### src/rtl/axi4_master_port_if.sv
// AXI4 master-side bus bundle (AR/R/AW/W/B) for axi4_master_port.
// The master modport drives address/write channels and the R/B readies; the slave modport is its mirror.
interface axi4_master_port_if;
  logic [31:0] araddr;
  logic [3:0]  arid;
  logic [7:0]  arlen;
  logic [2:0]  arsize;
  logic [1:0]  arburst;
  logic [1:0]  arlock;
  logic [3:0]  arcache;
  logic [2:0]  arprot;
  logic        arvalid;
  logic        arready;

  logic [3:0]  rid;
  logic [63:0] rdata;
  logic [1:0]  rresp;
  logic        rlast;
  logic        rvalid;
  logic        rready;

  logic [31:0] awaddr;
  logic [3:0]  awid;
  logic [7:0]  awlen;
  logic [2:0]  awsize;
  logic [1:0]  awburst;
  logic [1:0]  awlock;
  logic [3:0]  awcache;
  logic [2:0]  awprot;
  logic        awvalid;
  logic        awready;

  logic [3:0]  wid;
  logic [63:0] wdata;
  logic [7:0]  wstrb;
  logic        wlast;
  logic        wvalid;
  logic        wready;

  logic [3:0]  bid;
  logic [1:0]  bresp;
  logic        bvalid;
  logic        bready;

  modport master (
    output araddr, arid, arlen, arsize, arburst, arlock, arcache, arprot, arvalid,
    input  arready,
    input  rid, rdata, rresp, rlast, rvalid,
    output rready,
    output awaddr, awid, awlen, awsize, awburst, awlock, awcache, awprot, awvalid,
    input  awready,
    output wid, wdata, wstrb, wlast, wvalid,
    input  wready,
    input  bid, bresp, bvalid,
    output bready
  );

  modport slave (
    input  araddr, arid, arlen, arsize, arburst, arlock, arcache, arprot, arvalid,
    output arready,
    output rid, rdata, rresp, rlast, rvalid,
    input  rready,
    input  awaddr, awid, awlen, awsize, awburst, awlock, awcache, awprot, awvalid,
    output awready,
    input  wid, wdata, wstrb, wlast, wvalid,
    output wready,
    output bid, bresp, bvalid,
    input  bready
  );
endinterface

### src/rtl/axi4_master_port.sv
// Single-outstanding AXI4 master: one read or write INCR burst per request, one completion pulse each.
// Build macro AXI_MASTER_TIMEOUT_EN adds a per-wait-state watchdog forcing an error completion.
module axi4_master_port #(
  parameter logic [3:0] AXI_ID  = 4'd0,
  parameter int         TIMEOUT = 1024
) (
  input  logic        clock,
  input  logic        reset,
  // All handshakes: a transfer happens on a rising edge where valid and ready are both 1;
  // a source never withdraws valid or changes its payload before that edge.
  input  logic        req_valid,
  output logic        req_ready,
  input  logic        req_write,
  input  logic [31:0] req_addr,
  input  logic [7:0]  req_len,
  input  logic [2:0]  req_size,
  input  logic        wbeat_valid,
  output logic        wbeat_ready,
  input  logic [63:0] wbeat_data,
  input  logic [7:0]  wbeat_strb,
  output logic        rbeat_valid,
  input  logic        rbeat_ready,
  output logic [63:0] rbeat_data,
  output logic        rbeat_last,
  output logic        done_valid,
  output logic        done_err,
  output logic [2:0]  dbg_state,
  axi4_master_port_if.master axi
);

  typedef enum logic [2:0] {
    S_IDLE, S_RADDR, S_RDATA, S_WADDR, S_WDATA, S_WRESP, S_DONE
  } state_t;

  state_t      state_q, state_d;
  logic [31:0] addr_q, addr_d;
  logic [7:0]  len_q, len_d;
  logic [7:0]  cnt_q, cnt_d;
  logic [2:0]  size_q, size_d;
  logic        err_q, err_d;
  logic        req_ready_q, req_ready_d;
  logic        arvalid_q, arvalid_d;
  logic        awvalid_q, awvalid_d;
  logic        bready_q, bready_d;
  logic        done_valid_q, done_valid_d;
  logic        done_err_q, done_err_d;

  logic last_beat, r_hs, w_hs;

  assign last_beat = (cnt_q == len_q);
  assign r_hs      = (state_q == S_RDATA) && axi.rvalid && rbeat_ready;
  assign w_hs      = (state_q == S_WDATA) && wbeat_valid && axi.wready;

`ifdef AXI_MASTER_TIMEOUT_EN
  localparam int TMO_W = $clog2(TIMEOUT + 1);
  logic [TMO_W-1:0] tmo_q, tmo_d;
  logic             waiting, any_hs;

  assign waiting = (state_q == S_RADDR) || (state_q == S_RDATA) || (state_q == S_WADDR) ||
                   (state_q == S_WDATA) || (state_q == S_WRESP);
  assign any_hs  = ((state_q == S_RADDR) && axi.arready) || r_hs ||
                   ((state_q == S_WADDR) && axi.awready) || w_hs ||
                   ((state_q == S_WRESP) && axi.bvalid);
`endif

  always_comb begin
    state_d = state_q;
    addr_d  = addr_q;
    len_d   = len_q;
    size_d  = size_q;
    cnt_d   = cnt_q;
    err_d   = err_q;
    unique case (state_q)
      S_IDLE: begin
        if (req_valid && req_ready_q) begin
          addr_d  = req_addr;
          len_d   = req_len;
          size_d  = req_size;
          cnt_d   = 8'd0;
          err_d   = 1'b0;
          state_d = req_write ? S_WADDR : S_RADDR;
        end
      end
      S_RADDR: if (axi.arready) state_d = S_RDATA;
      S_RDATA: begin
        if (r_hs) begin
          // rlast must coincide exactly with beat == len; either mismatch is a protocol error
          if ((axi.rresp != 2'b00) || (axi.rid != AXI_ID) || (axi.rlast != last_beat))
            err_d = 1'b1;
          if (last_beat) state_d = S_DONE;
          else           cnt_d   = cnt_q + 8'd1;
        end
      end
      S_WADDR: if (axi.awready) state_d = S_WDATA;
      S_WDATA: begin
        if (w_hs) begin
          if (last_beat) state_d = S_WRESP;
          else           cnt_d   = cnt_q + 8'd1;
        end
      end
      S_WRESP: begin
        if (axi.bvalid) begin
          if ((axi.bresp != 2'b00) || (axi.bid != AXI_ID)) err_d = 1'b1;
          state_d = S_DONE;
        end
      end
      S_DONE:  state_d = S_IDLE;
      default: state_d = S_IDLE;
    endcase

`ifdef AXI_MASTER_TIMEOUT_EN
    tmo_d = '0;
    if (waiting && !any_hs) begin
      if (tmo_q == TMO_W'(TIMEOUT - 1)) begin
        state_d = S_DONE;
        err_d   = 1'b1;
      end else begin
        tmo_d = tmo_q + 1'b1;
      end
    end
`endif

    // Handshake outputs are registered from the next state so they change cleanly on the edge
    req_ready_d  = (state_d == S_IDLE);
    arvalid_d    = (state_d == S_RADDR);
    awvalid_d    = (state_d == S_WADDR);
    bready_d     = (state_d == S_WRESP);
    done_valid_d = (state_d == S_DONE);
    done_err_d   = (state_d == S_DONE) && err_d;
  end

  always_ff @(posedge clock) begin
    if (reset) begin
      state_q      <= S_IDLE;
      addr_q       <= 32'd0;
      len_q        <= 8'd0;
      size_q       <= 3'd0;
      cnt_q        <= 8'd0;
      err_q        <= 1'b0;
      req_ready_q  <= 1'b0;
      arvalid_q    <= 1'b0;
      awvalid_q    <= 1'b0;
      bready_q     <= 1'b0;
      done_valid_q <= 1'b0;
      done_err_q   <= 1'b0;
`ifdef AXI_MASTER_TIMEOUT_EN
      tmo_q        <= '0;
`endif
    end else begin
      state_q      <= state_d;
      addr_q       <= addr_d;
      len_q        <= len_d;
      size_q       <= size_d;
      cnt_q        <= cnt_d;
      err_q        <= err_d;
      req_ready_q  <= req_ready_d;
      arvalid_q    <= arvalid_d;
      awvalid_q    <= awvalid_d;
      bready_q     <= bready_d;
      done_valid_q <= done_valid_d;
      done_err_q   <= done_err_d;
`ifdef AXI_MASTER_TIMEOUT_EN
      tmo_q        <= tmo_d;
`endif
    end
  end

  assign req_ready   = req_ready_q;
  assign done_valid  = done_valid_q;
  assign done_err    = done_err_q;
  assign dbg_state   = state_q;

  // The slave does the address incrementing for INCR bursts, so the start address is held as-is
  assign axi.araddr  = addr_q;
  assign axi.arid    = AXI_ID;
  assign axi.arlen   = len_q;
  assign axi.arsize  = size_q;
  assign axi.arburst = 2'b01;
  assign axi.arlock  = 2'b00;
  assign axi.arcache = 4'h0;
  assign axi.arprot  = 3'h0;
  assign axi.arvalid = arvalid_q;

  assign axi.awaddr  = addr_q;
  assign axi.awid    = AXI_ID;
  assign axi.awlen   = len_q;
  assign axi.awsize  = size_q;
  assign axi.awburst = 2'b01;
  assign axi.awlock  = 2'b00;
  assign axi.awcache = 4'h0;
  assign axi.awprot  = 3'h0;
  assign axi.awvalid = awvalid_q;

  // R and W beats pass straight through while their data state is active
  assign axi.rready  = (state_q == S_RDATA) && rbeat_ready;
  assign rbeat_valid = (state_q == S_RDATA) && axi.rvalid;
  assign rbeat_data  = axi.rdata;
  assign rbeat_last  = (state_q == S_RDATA) && axi.rlast;

  assign axi.wvalid  = (state_q == S_WDATA) && wbeat_valid;
  assign wbeat_ready = (state_q == S_WDATA) && axi.wready;
  assign axi.wdata   = wbeat_data;
  assign axi.wstrb   = wbeat_strb;
  assign axi.wlast   = last_beat;
  assign axi.wid     = AXI_ID;

  assign axi.bready  = bready_q;

endmodule

### src/flat_wrapper.sv
// flat-port wrapper written by rule: the top's interface ports become plain ports
module axi4_master_port_flat 
#(
  parameter logic [3:0] AXI_ID  = 4'd0,
  parameter int         TIMEOUT = 1024
)
  (clock, reset, req_valid, req_ready, req_write, req_addr, req_len, req_size, wbeat_valid, wbeat_ready, wbeat_data, wbeat_strb, rbeat_valid, rbeat_ready, rbeat_data, rbeat_last, done_valid, done_err, dbg_state, axi_araddr, axi_arid, axi_arlen, axi_arsize, axi_arburst, axi_arlock, axi_arcache, axi_arprot, axi_arvalid, axi_arready, axi_rid, axi_rdata, axi_rresp, axi_rlast, axi_rvalid, axi_rready, axi_awaddr, axi_awid, axi_awlen, axi_awsize, axi_awburst, axi_awlock, axi_awcache, axi_awprot, axi_awvalid, axi_awready, axi_wid, axi_wdata, axi_wstrb, axi_wlast, axi_wvalid, axi_wready, axi_bid, axi_bresp, axi_bvalid, axi_bready);
  axi4_master_port_if axi_i ();
  input  logic clock;
  input  logic reset;
  input  logic req_valid;
  output logic req_ready;
  input  logic req_write;
  input  logic [31:0] req_addr;
  input  logic [7:0] req_len;
  input  logic [2:0] req_size;
  input  logic wbeat_valid;
  output logic wbeat_ready;
  input  logic [63:0] wbeat_data;
  input  logic [7:0] wbeat_strb;
  output logic rbeat_valid;
  input  logic rbeat_ready;
  output logic [63:0] rbeat_data;
  output logic rbeat_last;
  output logic done_valid;
  output logic done_err;
  output logic [2:0] dbg_state;
  output wire logic [$bits(axi_i.araddr)-1:0] axi_araddr;
  output wire logic [$bits(axi_i.arid)-1:0] axi_arid;
  output wire logic [$bits(axi_i.arlen)-1:0] axi_arlen;
  output wire logic [$bits(axi_i.arsize)-1:0] axi_arsize;
  output wire logic [$bits(axi_i.arburst)-1:0] axi_arburst;
  output wire logic [$bits(axi_i.arlock)-1:0] axi_arlock;
  output wire logic [$bits(axi_i.arcache)-1:0] axi_arcache;
  output wire logic [$bits(axi_i.arprot)-1:0] axi_arprot;
  output wire logic [$bits(axi_i.arvalid)-1:0] axi_arvalid;
  input wire logic [$bits(axi_i.arready)-1:0] axi_arready;
  input wire logic [$bits(axi_i.rid)-1:0] axi_rid;
  input wire logic [$bits(axi_i.rdata)-1:0] axi_rdata;
  input wire logic [$bits(axi_i.rresp)-1:0] axi_rresp;
  input wire logic [$bits(axi_i.rlast)-1:0] axi_rlast;
  input wire logic [$bits(axi_i.rvalid)-1:0] axi_rvalid;
  output wire logic [$bits(axi_i.rready)-1:0] axi_rready;
  output wire logic [$bits(axi_i.awaddr)-1:0] axi_awaddr;
  output wire logic [$bits(axi_i.awid)-1:0] axi_awid;
  output wire logic [$bits(axi_i.awlen)-1:0] axi_awlen;
  output wire logic [$bits(axi_i.awsize)-1:0] axi_awsize;
  output wire logic [$bits(axi_i.awburst)-1:0] axi_awburst;
  output wire logic [$bits(axi_i.awlock)-1:0] axi_awlock;
  output wire logic [$bits(axi_i.awcache)-1:0] axi_awcache;
  output wire logic [$bits(axi_i.awprot)-1:0] axi_awprot;
  output wire logic [$bits(axi_i.awvalid)-1:0] axi_awvalid;
  input wire logic [$bits(axi_i.awready)-1:0] axi_awready;
  output wire logic [$bits(axi_i.wid)-1:0] axi_wid;
  output wire logic [$bits(axi_i.wdata)-1:0] axi_wdata;
  output wire logic [$bits(axi_i.wstrb)-1:0] axi_wstrb;
  output wire logic [$bits(axi_i.wlast)-1:0] axi_wlast;
  output wire logic [$bits(axi_i.wvalid)-1:0] axi_wvalid;
  input wire logic [$bits(axi_i.wready)-1:0] axi_wready;
  input wire logic [$bits(axi_i.bid)-1:0] axi_bid;
  input wire logic [$bits(axi_i.bresp)-1:0] axi_bresp;
  input wire logic [$bits(axi_i.bvalid)-1:0] axi_bvalid;
  output wire logic [$bits(axi_i.bready)-1:0] axi_bready;
  assign axi_araddr = axi_i.araddr;
  assign axi_arid = axi_i.arid;
  assign axi_arlen = axi_i.arlen;
  assign axi_arsize = axi_i.arsize;
  assign axi_arburst = axi_i.arburst;
  assign axi_arlock = axi_i.arlock;
  assign axi_arcache = axi_i.arcache;
  assign axi_arprot = axi_i.arprot;
  assign axi_arvalid = axi_i.arvalid;
  assign axi_i.arready = axi_arready;
  assign axi_i.rid = axi_rid;
  assign axi_i.rdata = axi_rdata;
  assign axi_i.rresp = axi_rresp;
  assign axi_i.rlast = axi_rlast;
  assign axi_i.rvalid = axi_rvalid;
  assign axi_rready = axi_i.rready;
  assign axi_awaddr = axi_i.awaddr;
  assign axi_awid = axi_i.awid;
  assign axi_awlen = axi_i.awlen;
  assign axi_awsize = axi_i.awsize;
  assign axi_awburst = axi_i.awburst;
  assign axi_awlock = axi_i.awlock;
  assign axi_awcache = axi_i.awcache;
  assign axi_awprot = axi_i.awprot;
  assign axi_awvalid = axi_i.awvalid;
  assign axi_i.awready = axi_awready;
  assign axi_wid = axi_i.wid;
  assign axi_wdata = axi_i.wdata;
  assign axi_wstrb = axi_i.wstrb;
  assign axi_wlast = axi_i.wlast;
  assign axi_wvalid = axi_i.wvalid;
  assign axi_i.wready = axi_wready;
  assign axi_i.bid = axi_bid;
  assign axi_i.bresp = axi_bresp;
  assign axi_i.bvalid = axi_bvalid;
  assign axi_bready = axi_i.bready;
  axi4_master_port #(.AXI_ID(AXI_ID), .TIMEOUT(TIMEOUT)) u_core (.clock(clock), .reset(reset), .req_valid(req_valid), .req_ready(req_ready), .req_write(req_write), .req_addr(req_addr), .req_len(req_len), .req_size(req_size), .wbeat_valid(wbeat_valid), .wbeat_ready(wbeat_ready), .wbeat_data(wbeat_data), .wbeat_strb(wbeat_strb), .rbeat_valid(rbeat_valid), .rbeat_ready(rbeat_ready), .rbeat_data(rbeat_data), .rbeat_last(rbeat_last), .done_valid(done_valid), .done_err(done_err), .dbg_state(dbg_state), .axi(axi_i));
endmodule
### config.mk
export PLATFORM = sky130hd
export DESIGN_NAME = axi4_master_port_flat
export DESIGN_NICKNAME = d
export VERILOG_FILES = /design/src/rtl/axi4_master_port_if.sv /design/src/rtl/axi4_master_port.sv /design/src/flat_wrapper.sv
export SDC_FILE = /design/constraint.sdc
export NUM_CORES = 1
export LEC_CHECK = 0
export CAP_MARGIN = 30
export CORE_AREA = 2 2 185 187
export CTS_BUF_LIST = sky130_fd_sc_hd__clkbuf_4 sky130_fd_sc_hd__clkbuf_8
export DETAILED_ROUTE_END_ITERATION = 8
export DIE_AREA = 0 0 187 189
export HOLD_SLACK_MARGIN = 0.15
export PLACE_DENSITY = 0.46
export SYNTH_ARGS = -nofsm -noshare
export SYNTH_HDL_FRONTEND = slang
export SYNTH_SLANG_ARGS = --single-unit
### constraint.sdc
create_clock -name clock -period 3.2 [get_ports clock]
set_clock_uncertainty 0.1 [all_clocks]
set_input_delay 0.48 -clock clock [delete_from_list [all_inputs] [get_ports clock]]
set_output_delay 0.48 -clock clock [all_outputs]
set_load 0.05 [all_outputs]
==> results.ini <==
[cells_and_area]
fin_nets=721
final_core_util_pct=15.5
drive_above_1_share_pct=8.05
area.growth.synth_to_final_pct=22.6
n_antenna_cell=0

[sta]
fin_setup_tns_ps=0
fmax_ghz=0.334
grt_setup_unrepaired=false
fin_crit_ps=2990
min_period_over_period_pct=93.5
slew_viol_final=0
finalHoldViolations=0
relSlewSlack_pct=56.7
worst_pin_slew_ps=647
setup_viol_count_final=0

[min_path]
hold_path_end=u_core.axi.araddr[0]
hold_depth=2
worstHoldStart=u_core.axi.araddr[0]
min_path_type=reg2reg

[placement]
port_buffers=167
hpwlAfterDp_um=11200
place_congestion=0.731

[global_route]
grt_pass1_wl_um=19800
grt_pass1_vias=3027
grt_overflow_total=0
grt_max_degree=44
track_usage_pct=7.81
grt_antenna_before_repair=1

[power]
power_density_nw_per_um2=582
power.leakage_uw=0.00174
total_power_uw=3000
ir_drop_uv=140

[clock_tree]
ctsHoldBuffers=0
clock_latency_ps=350
post-cts-setup-buffers=0
cts_buffer_depth=2
cts_tree=built
cts.sinks=61
cts_max_level=3
cts-root-buf=clkbuf_8
cts_buffers=9
clkTransAtPathRegs_ps=80
post_cts_resized=0

[synth]
synthArstFlopShare_pct=0
synth_edf_count=0
ys_seq_elements=61
synth_flop_cell=dfxtp_1
ys_warn_count=0
ys_types=48
avgSynthCellArea_um2=7.91
syn-cell-area_um2=4210
synth.yosys.seq_area_share_pct=29.0
netlist_instances=532

[die]
dieHeight_um=189
row_count=67
die_x_um=187
dieArea_um2=35300
coreArea_um2=33300
ios=474
start_util_pct=12.6

[drt]
wl_um=14300
drc=0
ant_nets=0
routed_via_density=3.21
dr.pass1.iters=4
vias=3117
wire_per_inst_um=14.8
drt_iter0_drc=99

[flow_run]
max-cap-violations=0

[critical_path]
critPathMaxFanout=5
critical_path.endpoint_type=output port
required_ps=2620
crit_arrival_ps=2410
path_class=reg2out
worstReg2RegStart=u_core.dbg_state[2]
rr_endpoint=u_core.axi.arvalid
worstSetupStartpointType=flip-flop
rrSetupSlack_ps=1180
r2r_cells=6

[run_status]
outcome=finished, final reports clean

## layout make-up
| class | instances | area [um2] |
|---|---|---|
| Timing Repair Buffer | 172 | 1700 |
| Sequential cell | 61 | 1220 |
| Tap cell | 448 | 561 |
| Inverter | 1 | 3.75 |
| Clock inverter | 4 | 95.1 |
| Clock buffer | 12 | 153 |
| Multi-Input combinational cell | 272 | 1420 |
| Fill cell | 3828 | 28100 |
## worst max-delay path by stage
stage	startpoint	end	slack [ps]	cells past startpoint
final	u_core.cnt_q[5]	axi_wlast	210	4
after global routing	u_core.dbg_state[1]	rbeat_last	20	4
after CTS	u_core.cnt_q[5]	axi_wlast	150	4
after detailed placement	u_core.cnt_q[2]	axi_wlast	580	4
after global placement	u_core.cnt_q[6]	axi_wlast	570	4
after floorplan	u_core.axi.arlen[0]	u_core.axi.arvalid	820	5
## synth_stat cells, drive strengths merged (2+ instances only)
library cell / number / area (um2)
o22ai: 2 / 18.8
nand2b: 5 / 31.3
or2: 2 / 15.0
and2: 7 / 47.6
o311ai: 4 / 35.0
nand4: 5 / 43.8
xnor2: 10 / 87.6
a21oi: 48 / 252
o21ai: 4 / 23.8
and3: 3 / 18.8
nor3: 5 / 40.0
buf: 221 / 1650
nand3: 3 / 15.0
conb: 2 / 7.51
nand3b: 2 / 15.0
nor4: 2 / 12.5
clkbuf: 9 / 33.8
dfxtp: 61 / 1220
nor2: 19 / 76.3
nand2: 101 / 382
or4b: 3 / 30.0
## cell usage in the layout (no fill, tap or decap), types with 2 or more instances in the layout
cell type	n
nand2b_1	5
o311ai_0	4
nor3_2	3
nor3_1	2
clkdlybuf4s50_1	166
o21ai_1	2
a21oi_1	47
dfxtp_1	61
and3_1	3
bufinv_16	3
nand4_2	2
buf_4	5
nor4_1	2
nand3b_1	2
nor2_1	17
clkbuf_8	10
nand2_1	100
nor2_2	2
clkbuf_4	2
xnor2_1	10
conb_1	34
and2_1	5
nand3_1	3
nand4_1	3
or4b_1	3
## sequential cells by signal, summed over array words and instances, names as in the netlist
register,cells
u_core.axi.arlen,8
u_core.axi.bready,1
u_core.axi.arsize,3
u_core.done_err,1
u_core.err_q,1
u_core.done_valid,1
u_core.req_ready,1
u_core.cnt_q,8
u_core.axi.araddr,32
u_core.axi.arvalid,1
u_core.axi.awvalid,1
u_core.dbg_state,3
## per-stage QoR
| step | setup slack (ps) | cells | area [um2] | hold slack [ps] |
|---|---|---|---|---|
| global placement | 570 | 954 | 4910 | 359 |
| finish | 207 | 970 | 5160 | 369 |
| CTS | 147 | 970 | 5160 | 375 |
| detailed placement | 585 | 954 | 4910 | 364 |
| global route | 23.8 | 970 | 5160 | 399 |
| floorplan | 820 | 564 | 4330 | 355 |
## cells by family after synthesis
family,count (synthesis),share of synthesized area [%]
AO/OA/AOI/OAI,65,9.91
other,2,0.179
adder cells (fa/ha/maj),1,0.297
XOR/XNOR,11,2.29
flip-flops,61,29.0
AND/OR/NAND/NOR,160,18.0
buffers and inverters,231,40.1
multiplexers,1,0.268
## report_power, final
part           internal [uW]  total [uW]  leakage, uW  switching, uW
Sequential               823         887     0.000495           64.2
Clock                    556         921     0.000127            365
Combinational            372        1190      0.00111            821
Total                   1750        3000      0.00174           1250
## routing by layer
metal	wire length, um	track usage (%)	vias to the layer above
li1	-	-	1433
met4	748	5.62	2
met3	1390	3.76	70
met2	6770	12.5	204
met5	13	0	-
met1	5420	8.01	1408
## critical path: stages (launching register included)
cell,delay [ps]
dfxtp_1,360
xnor2_1,230
nand4_2,220
nor2_2,370
clkdlybuf4s50_1,870
Power figures use the tool's default switching activity.
